<file path="config.mk">
export PLATFORM = sky130hd
export DESIGN_NAME = onewire_cmd_ctrl
export DESIGN_NICKNAME = d
export VERILOG_FILES = /design/src/rtl/onewire_cmd_ctrl.sv
export SDC_FILE = /design/constraint.sdc
export NUM_CORES = 1
export LEC_CHECK = 0
export ABC_AREA = 1
export ABC_CLOCK_PERIOD_IN_PS = 6850
export CAP_MARGIN = 10
export CORE_AREA = 2 2 180 165
export DETAILED_ROUTE_END_ITERATION = 16
export DIE_AREA = 0 0 182 167
export MAX_ROUTING_LAYER = met4
export PLACE_DENSITY_LB_ADDON = 0.25
export SLEW_MARGIN = 20
export SYNTH_ARGS = -nofsm -noshare
export SYNTH_HDL_FRONTEND = slang
export SYNTH_SLANG_ARGS = --single-unit
</file>
<file path="constraint.sdc">
create_clock -name clk -period 6.85 [get_ports clk]
set_input_delay 1.7125 -clock clk [delete_from_list [all_inputs] [get_ports clk]]
set_output_delay 1.7125 -clock clk [all_outputs]
set_load 0.1 [all_outputs]
</file>
<file path="src/rtl/onewire_cmd_ctrl.sv">
// onewire_cmd_ctrl: queues host requests, frames them with a Maxim CRC-8, drives the onewire master and
// returns one checked response per request, retrying on receive error, timeout or bad CRC.
module onewire_cmd_ctrl #(
    parameter int FIFO_DEPTH     = 4,
    parameter int TIMEOUT_CYCLES = 100000,
    parameter int MAX_RETRY      = 2
) (
    input  logic                          clk,
    input  logic                          reset,
    input  logic                          i_cmd_valid,
    output logic                          o_cmd_ready,
    input  logic [7:0]                    i_cmd_addr,
    input  logic [7:0]                    i_cmd_op,
    input  logic [31:0]                   i_cmd_payload,
    output logic [55:0]                   o_tx_data,
    output logic                          o_tx_start,
    input  logic [55:0]                   i_rx_command,
    input  logic                          i_rx_error,
    input  logic                          i_rx_done,
    output logic                          o_rsp_valid,
    input  logic                          i_rsp_ready,
    output logic [55:0]                   o_rsp_data,
    output logic [1:0]                    o_rsp_status,
    output logic                          o_busy,
    output logic [$clog2(FIFO_DEPTH):0]   o_fifo_level
);
    localparam int AW = $clog2(FIFO_DEPTH);
    localparam int LW = AW + 1;
    localparam int TW = $clog2(TIMEOUT_CYCLES + 1);
    localparam int RW = $clog2(MAX_RETRY + 2);
    typedef enum logic [2:0] {IDLE, TXCRC, SEND, WAIT, RXCRC, RESP} state_t;
    state_t        state_q, state_d;
    logic [47:0]   mem_q [FIFO_DEPTH];
    logic [47:0]   mem_d [FIFO_DEPTH];
    logic [AW-1:0] wr_q, wr_d, rd_q, rd_d;
    logic [LW-1:0] level_q, level_d;
    logic [47:0]   body_q, body_d, crc_src;
    logic [55:0]   tx_q, tx_d, rx_q, rx_d;
    logic [7:0]    crc_q, crc_d, crc_nxt;
    logic [5:0]    cnt_q, cnt_d;
    logic [TW-1:0] tmo_q, tmo_d;
    logic [RW-1:0] retry_q, retry_d;
    logic [1:0]    status_q, status_d;
    logic          push, pop, fail;
    assign o_cmd_ready  = level_q != LW'(FIFO_DEPTH);
    assign push         = i_cmd_valid && o_cmd_ready;
    assign pop          = state_q == IDLE && level_q != '0;
    // One serial CRC engine shared by the transmit body and the received frame body
    assign crc_src      = state_q == TXCRC ? body_q : rx_q[55:8];
    assign crc_nxt      = {1'b0, crc_q[7:1]} ^ ((crc_q[0] ^ crc_src[cnt_q]) ? 8'h8C : 8'h00);
    assign o_tx_data    = tx_q;
    assign o_tx_start   = state_q == SEND;
    assign o_rsp_valid  = state_q == RESP;
    assign o_rsp_data   = rx_q;
    assign o_rsp_status = status_q;
    assign o_busy       = state_q != IDLE;
    assign o_fifo_level = level_q;
    always_comb begin
        state_d  = state_q;
        mem_d    = mem_q;
        wr_d     = push ? wr_q + 1'b1 : wr_q;
        rd_d     = pop ? rd_q + 1'b1 : rd_q;
        level_d  = level_q + LW'(push) - LW'(pop);
        body_d   = body_q;
        tx_d     = tx_q;
        rx_d     = rx_q;
        crc_d    = crc_q;
        cnt_d    = cnt_q;
        tmo_d    = tmo_q;
        retry_d  = retry_q;
        status_d = status_q;
        fail     = 1'b0;
        if (push) mem_d[wr_q] = {i_cmd_addr, i_cmd_op, i_cmd_payload};
        case (state_q)
            IDLE: if (pop) begin
                body_d  = mem_q[rd_q];
                retry_d = '0;
                cnt_d   = '0;
                crc_d   = '0;
                state_d = TXCRC;
            end
            TXCRC: begin
                crc_d = crc_nxt;
                cnt_d = cnt_q + 1'b1;
                if (cnt_q == 6'd47) begin
                    tx_d    = {body_q, crc_nxt};
                    state_d = SEND;
                end
            end
            SEND: begin
                tmo_d   = '0;
                state_d = WAIT;
            end
            WAIT: if (i_rx_done) begin
                rx_d     = i_rx_command;
                fail     = i_rx_error;
                status_d = i_rx_error ? 2'b01 : status_q;
                cnt_d    = '0;
                crc_d    = '0;
                state_d  = RXCRC;
            end else if (tmo_q == TW'(TIMEOUT_CYCLES - 1)) begin
                rx_d     = '0;
                fail     = 1'b1;
                status_d = 2'b10;
            end else begin
                tmo_d = tmo_q + 1'b1;
            end
            RXCRC: begin
                crc_d = crc_nxt;
                cnt_d = cnt_q + 1'b1;
                if (cnt_q == 6'd47) begin
                    fail     = crc_nxt != rx_q[7:0];
                    status_d = fail ? 2'b11 : 2'b00;
                    state_d  = RESP;
                end
            end
            RESP: state_d = i_rsp_ready ? IDLE : RESP;
            default: state_d = IDLE;
        endcase
        // Failures override the normal next state: resend the unchanged frame or give up
        if (fail) begin
            retry_d = retry_q < RW'(MAX_RETRY) ? retry_q + 1'b1 : retry_q;
            state_d = retry_q < RW'(MAX_RETRY) ? SEND : RESP;
        end
    end
    always_ff @(posedge clk) begin
        if (reset) begin
            state_q  <= IDLE;
            mem_q    <= '{default: '0};
            wr_q     <= '0;
            rd_q     <= '0;
            level_q  <= '0;
            body_q   <= '0;
            tx_q     <= '0;
            rx_q     <= '0;
            crc_q    <= '0;
            cnt_q    <= '0;
            tmo_q    <= '0;
            retry_q  <= '0;
            status_q <= '0;
        end else begin
            state_q  <= state_d;
            mem_q    <= mem_d;
            wr_q     <= wr_d;
            rd_q     <= rd_d;
            level_q  <= level_d;
            body_q   <= body_d;
            tx_q     <= tx_d;
            rx_q     <= rx_d;
            crc_q    <= crc_d;
            cnt_q    <= cnt_d;
            tmo_q    <= tmo_d;
            retry_q  <= retry_d;
            status_q <= status_d;
        end
    end
endmodule

</file>
# --- Yosys cells after proc, flatten, opt, wreduce, memory -nomap -nowiden ---
# Cells that the tools add are included.
op_classes:
  add_sub_neg: 7
  magnitude_cmp: 5
  n_eq_ne: 21
  n_mux: 43
  n_bitwise: 4
  reduce_logical: 21
op_table:
  columns: ["op", "count"]
  rows:
  - ["bitwise mux 192 bit", 1]
  - ["two-way mux 48 bit", 4]
  - ["two-way mux 56 bit", 2]
  - ["binary-select mux 48 bit (select 2 bit)", 1]
  - ["demux 48 bit (select 2 bit)", 1]
  - ["two-way mux 17 bit", 2]
  - ["case mux 17 bit (2 select lines)", 1]
  - ["two-way mux 8 bit", 3]
  - ["case mux 8 bit (3 select lines)", 1]
  - ["two-way mux 3 bit", 7]
  - ["two-way mux 2 bit", 9]
  - ["inequality test 3 bit (second input constant)", 6]
  - ["case mux 3 bit (6 select lines)", 1]
  - ["case mux 6 bit (3 select lines)", 1]
  - ["adder 17 x 1 -> 17 bit (second input constant)", 1]
  - ["equality test 17 bit (second input constant)", 1]
  - ["two-way mux 6 bit", 2]
  - ["inequality test 2 bit (second input constant)", 5]
  - ["nonzero test 2 bit", 5]
  - ["AND reduction 3 bit", 3]
  - ["nonzero test 3 bit", 3]
  - ["inequality test 8 bit", 1]
  - ["AND reduction 4 bit", 2]
  - ["bitwise XOR 7 x 8 -> 8 bit", 1]
  - ["other kinds (24)", 37]
word_totals:
  reg_bits: 397
  input_bits: 110
  out_inout_bits: 121
  word_cells: 117

# --- Logic depth before layout (Yosys ltp) ---
# Gate-level depths: netlist (run 1).
logic_depth:
  depth_word: 12
  depth_mapped: 24
  depth_no_buf: 23

# --- Least setup slack after synthesis (run 1) ---
# OpenSTA, ideal clock, no wires.
synth_timing:
  kind: "register -> output"
  startpoint: "register state_q[2]"
  endpoint: "output port o_rsp_valid"
  t_arrival_ns: 2.717
  t_required_ns: 5.137
  slack_ns: 2.421
  path_stages_with_launch: 4
  path_buffers: 1
  cell_sequence: "dfxtp_1 > inv_2 > buf_2 > nor3_1"
synth_between:
  elab_chain_cells: 1
synth_lines:
  columns: ["item", "line", "text"]
  rows:
  - ["start, declared", "32", "state_t state_q, state_d;"]
  - ["start signal, assigned", "142", "state_q <= state_d;"]
  - ["equality test 3 bit", "53", "assign o_rsp_valid = state_q == RESP;"]
  - ["end, declared", "20", "output logic o_rsp_valid,"]
# Every way passes these cells.

# --- Worst setup path after layout (run 1) ---
layout_timing:
  startpoint: "register state_q[0]"
  endpoint: "output port o_rsp_valid"
# The elaborated chain is that of the path after synthesis.

==> results of run 1 <==
## state kept, by name, summed over array words and instances (netlist names)
register / cells
o_rsp_status: 2
o_tx_data: 56
body_q: 48
crc_q: 8
o_rsp_data: 56
state_q: 3
wr_q: 2
mem_q: 192
cnt_q: 6
tmo_q: 17
o_fifo_level: 3
retry_q: 2
rd_q: 2
## where the power goes
part | switching, mW | leakage [nW] | internal, mW
clock | 0.921 | 0.647 | 1.28
combinational | 1.52 | 3.25 | 0.621
sequential | 0.316 | 3.22 | 2.62
## layout make-up
type,count,area [um^2]
fill,2341,8340
sequential,397,7950
multi-input combinational,1526,7320
timing repair buffer,251,2490
clock buffer,59,1190
inverter,163,617
tap,366,458
clock inverter,11,125
## per-stage QoR
| stage | setup slack [ns] | power, mW |
|---|---|---|
| after floorplan | 2.42 | 4.40 |
| after global placement | 2.04 | 5.01 |
| after detailed placement | 1.94 | 5.06 |
| after CTS | 2.38 | 7.23 |
| after global routing | 2.28 | 7.62 |
| final | 2.36 | 7.28 |
## worst paths after layout
path                    from  slack, ns  depth (start not counted)          end
hold reg to reg   mem_q[110]       0.45                          2   mem_q[110]
setup / recovery  state_q[0]       2.36                          3  o_rsp_valid
hold / removal    mem_q[110]       0.45                          2   mem_q[110]
setup reg to reg  state_q[0]       3.00                         21   state_q[2]
## worst min-delay path, stage by stage (launching register included)
cell and delay (ns):
dfxtp_1 0.30, inv_1 0.06, a21oi_1 0.05
## cell usage after synthesis (all sizes together), types with 2 or more instances
library cell,count
nand2,377
a21oi,384
dfxtp,397
nor3,15
nand4,8
inv,160
nor3b,2
o21a,3
nand3b,2
ha,8
nor2,130
a31oi,50
buf,32
xor2,3
clkbuf,145
clkinv,3
o211ai,12
o21ai,308
nand3,215
## per-layer routing
layer  up-vias  wire length, um  GRT usage
met5         -                0          -
met1      7578            21300      0.446
met2       786            23300      0.513
met3        88             4890     0.0483
li1       7842                -          -
met4         0             1240     0.0982
## kinds of logic after synthesis
logic type | after synthesis | share of synthesized area
compound gates | 762 | 0.237
buf+inv | 340 | 0.0810
xor+xnor | 4 | 0.00211
flops | 397 | 0.479
simple gates | 751 | 0.193
fa+ha+maj | 9 | 0.00724
==> flow_metrics.tcl, run 1 <==
set metrics [dict create \
    cp-end-kind "output pin" \
    cp_max_fo 10 \
    ys_seq_area_frac 0.479 \
    ant_nets 0 \
    hold_viol 0 \
    fp.dieH_um 167 \
    hold_buffers 0 \
    setup_viol 0 \
    drcViolationCount 0 \
    synth_edf_count 0 \
    critPathRequiredTime_ns 5.14 \
    final_common_cell "dfxtp_1" \
    htreeDepth 2 \
    fmaxAchievable_mhz 223 \
    critPathMaxStageDelay_ns 1.21 \
    slowest_stage "clkdlybuf4s50_1" \
    ir_drop_mv 0.242 \
    critPathArrivalTime_ns 2.78 \
    finClkSkew_ns 0.0159 \
    hold_slack_ns 0.450 \
    utilization 0.707 \
    worst-path-buf-inv 2 \
    layout-drive-gt1-share 0.0469 \
    static-leakage-power_nw 7.12 \
    antenna_found_initial 0 \
    synthTopCellsByArea "dfxtp_1 (48%), a21oi_1 (12%), o21ai_0 (9.3%)" \
    drt_wl_total_mm 50.7 \
    drt-pass1-iter-count 5 \
    worst_pin_slew_ns 1.11 \
    vias 16300 \
    holdCritPathClass "reg2reg" \
    grt_usage 0.330 \
    slew_violations 0 \
    portBuffers 230 \
    async_flop_share 0 \
    grt_pass1_wl_mm 79.1 \
    clock_path_buffers 3 \
    fin_crit_sh 0.656 \
    cts_buffers 39 \
    grt_pass1_vias 14600 \
    layout_common_cells "dfxtp_1 (396), a21oi_1 (384), nand2_1 (372)" \
    critPathKind "reg2out" \
    areaGrowthSynthToFinish_pct 21.6 \
    synth_top_cell_by_area "dfxtp_1" \
    cts_resized 0 \
    core_region_area_um2 28500 \
    routedWlPerCell_um 18.3 \
    syn_area_per_cell_um2 7.33 \
    yosys_warnings 0 \
    synth_cell_types 40 \
    ys_ff_latch 397 \
    fin_area_um2 20200 \
    rsz0062_at_grt "no" \
    synth_top_area_share 0.479 \
    instances_no_fill 2773 \
    post-cts-setup-buffers 0 \
    slew_headroom 0.256 \
    grt.overflow.total 0 \
    cts.sinks 397 \
    cts_tree "yes" \
    tns_ns 0 \
    critPathTopFamily "buffers and inverters" \
    drt_iter0_drc 1777 \
    globalplace.congestion 0.903 \
    start_util 0.582 \
    start_kind "flip-flop" \
    vias_per_cell 5.88 \
    ys.flop_type "dfxtp_1" \
    place_inst 2701 \
    dpl_cell_area_um2 18800 \
    cts.clk_slew.worst_paths_ns 0.06 \
    cts-root-buf "clkbuf_16" \
    hpwl_mm 31.7 \
    syn_inst 2263 \
    path_cells "inv_1 -> nor3_1 -> clkdlybuf4s50_1" \
    std_cell_rows 59 \
    syn_area_um2 16600 \
    layout.nets 2497 \
    die_w_um 182 \
    fin_crit_ns 4.49 \
    num_antenna_cells 0 \
    power_density_nw_per_um2 361 \
    status "complete, no violations" \
    synth_nets 2382 \
    maxCapViolations 0 \
    grt_max_degree 128 \
    die_area_um2 30400 \
    pin_count 231 \
    clock_latency_ns 0.55 \
]
Power figures use the tool's default switching activity.
==> inputs of run 2 (changes only) <==
ABC_CLOCK_PERIOD_IN_PS = 4320   (was 6850)
CORE_AREA = 2 2 187 170   (was 2 2 180 165)
DIE_AREA = 0 0 189 172   (was 0 0 182 167)
clock period = 4.32 ns   (was 6.85 ns; I/O delays follow)
==> run 2 against run 1 <==
  * Clock power grew 60%
  * Highest routed layer unchanged
  * Setup slack worse by 1.4 ns
  * Largest power group unchanged
  * Sequential cell count unchanged
  * Critical endpoint is now o_cmd_ready
==> flow_metrics.tcl, run 2 (synthesized netlist as in run 1, its figures left out) <==
set metrics [dict create \
    status "complete, no violations" \
    portBuffers 230 \
    seqCellArea_um2 7950 \
    core_region_area_um2 30600 \
    utilization 0.664 \
    worst_pin_slew_ns 1.08 \
    holdCritPathClass "reg2reg" \
    cts.sinks 397 \
    largest_reg_flops 192 \
    cts_tree "yes" \
    vias_per_cell 5.84 \
    critPathKind "reg2out" \
    p_comb_frac 0.292 \
    areaGrowthSynthToFinish_pct 22.5 \
    static-leakage-power_nw 7.20 \
    ir_drop_mv 0.304 \
    hold_viol 0 \
    antenna_found_initial 0 \
    fin_crit_sh 0.776 \
    cts-root-buf "clkbuf_16" \
    pin_count 231 \
    start_util 0.542 \
    setup_viol 0 \
    hpwl_mm 32.9 \
    grt.overflow.total 0 \
    fill_cells 2624 \
    start_kind "flip-flop" \
    std_cell_rows 61 \
    p_seq_frac 0.405 \
    power_density_nw_per_um2 573 \
    layout_common_cells "dfxtp_1 (396), a21oi_1 (384), nand2_1 (373)" \
    grt_pass1_vias 15000 \
    instances_no_fill 2828 \
    fin_ws_ns 0.970 \
    multi_input_area_um2 7320 \
    post-cts-setup-buffers 0 \
    clock_latency_ns 0.54 \
    drcViolationCount 0 \
    place_ws_ns 0.866 \
    critPathArrivalTime_ns 2.27 \
    clkPwrFrac 0.303 \
    fmaxAchievable_mhz 298 \
    drt_wl_total_mm 51.1 \
    die_area_um2 32500 \
    htreeDepth 2 \
    cts_resized 0 \
    layout-drive-gt1-share 0.0525 \
    critPathRequiredTime_ns 3.24 \
    maxCapViolations 0 \
    die_w_um 189 \
    globalplace.congestion 0.963 \
    finClkSkew_ns 0.0156 \
    final_common_cell "dfxtp_1" \
    tns_ns 0 \
    fp.dieH_um 172 \
    ant_nets 0 \
    internal-power_mw 7.23 \
    place_inst 2754 \
    rsz0062_at_grt "no" \
    cts.clk_slew.worst_paths_ns 0.06 \
    grt_max_degree 101 \
    cp_max_fo 5 \
    routedWlPerCell_um 18.1 \
    cp-end-kind "output pin" \
    p_sw_frac 0.379 \
    layout.nets 2507 \
    fin_crit_ns 3.35 \
    drt_iter0_drc 1720 \
    drt-pass1-iter-count 6 \
    slew_violations 0 \
    num_antenna_cells 0 \
    hold_buffers 0 \
    hold_slack_ns 0.451 \
    top_register "mem_q" \
    grt_pass1_wl_mm 79.6 \
    p_switching_mw 4.41 \
    cts_buffers 41 \
    vias 16500 \
    clock_path_buffers 3 \
    slew_headroom 0.275 \
    grt_usage 0.312 \
]
-- run 2: cell types whose count changed in the layout (fill, tap and decap cells not counted), moves of 2 or more --
cell | before | now
buf_4 | 19 | 29
clkbuf_8 | 12 | 15
clkdlybuf4s50_1 | 229 | 226
buf_12 | 1 | 3
clkinv_2 | 5 | 7
clkinvlp_4 | 2 | 0
-- run 2: layer usage --
metal,global-route usage,part of all wire,vias up
met1,0.408,0.42,7757
li1,-,-,7883
met3,0.0485,0.088,103
met4,0.103,0.027,0
met2,0.497,0.47,779
met5,-,0,-
-- run 2: power by group through the flow --
stage	logic [mW]	clock network (mW)	registers, mW
5_1_grt	3.73	3.72	4.73
3_5_place_dp	3.32	0	4.76
2_1_floorplan	2.31	0	4.67
6_report	3.40	3.53	4.71
4_1_cts	3.35	3.55	4.68
3_3_place_gp	3.25	0	4.75
-- run 2: final cells by class --
class,instances,share of cell area
Inverter,163,0.0304
Tap cell,409,0.0252
Clock buffer,63,0.0620
Sequential cell,397,0.391
Clock inverter,11,0.00505
Multi-Input combinational cell,1526,0.360
Timing Repair Buffer,259,0.126
-- run 2: path summary, 6_finish.rpt --
check	start	end	slack [ns]	cells after the start
worst min register to register	mem_q[106]	mem_q[106]	0.45	2
worst max register to register	cnt_q[0]	state_q[0]	0.97	20
worst max-delay path	o_fifo_level[1]	o_cmd_ready	0.97	3
worst min-delay path	mem_q[106]	mem_q[106]	0.45	2
-- run 2: critical path: stages, from the launching register on --
cell and delay, ns:
dfxtp_1 0.45, nor2_1 0.07, nand2_1 0.07, clkdlybuf4s50_1 1.13
-- run 2: stage by stage --
| step | cell area, um^2 | total power, mW |
|---|---|---|
| floorplan | 16600 | 6.98 |
| detailed placement | 18900 | 8.08 |
| CTS | 20300 | 11.6 |
| global placement | 18900 | 7.99 |
| global route | 20300 | 12.2 |
| finish | 20300 | 11.6 |
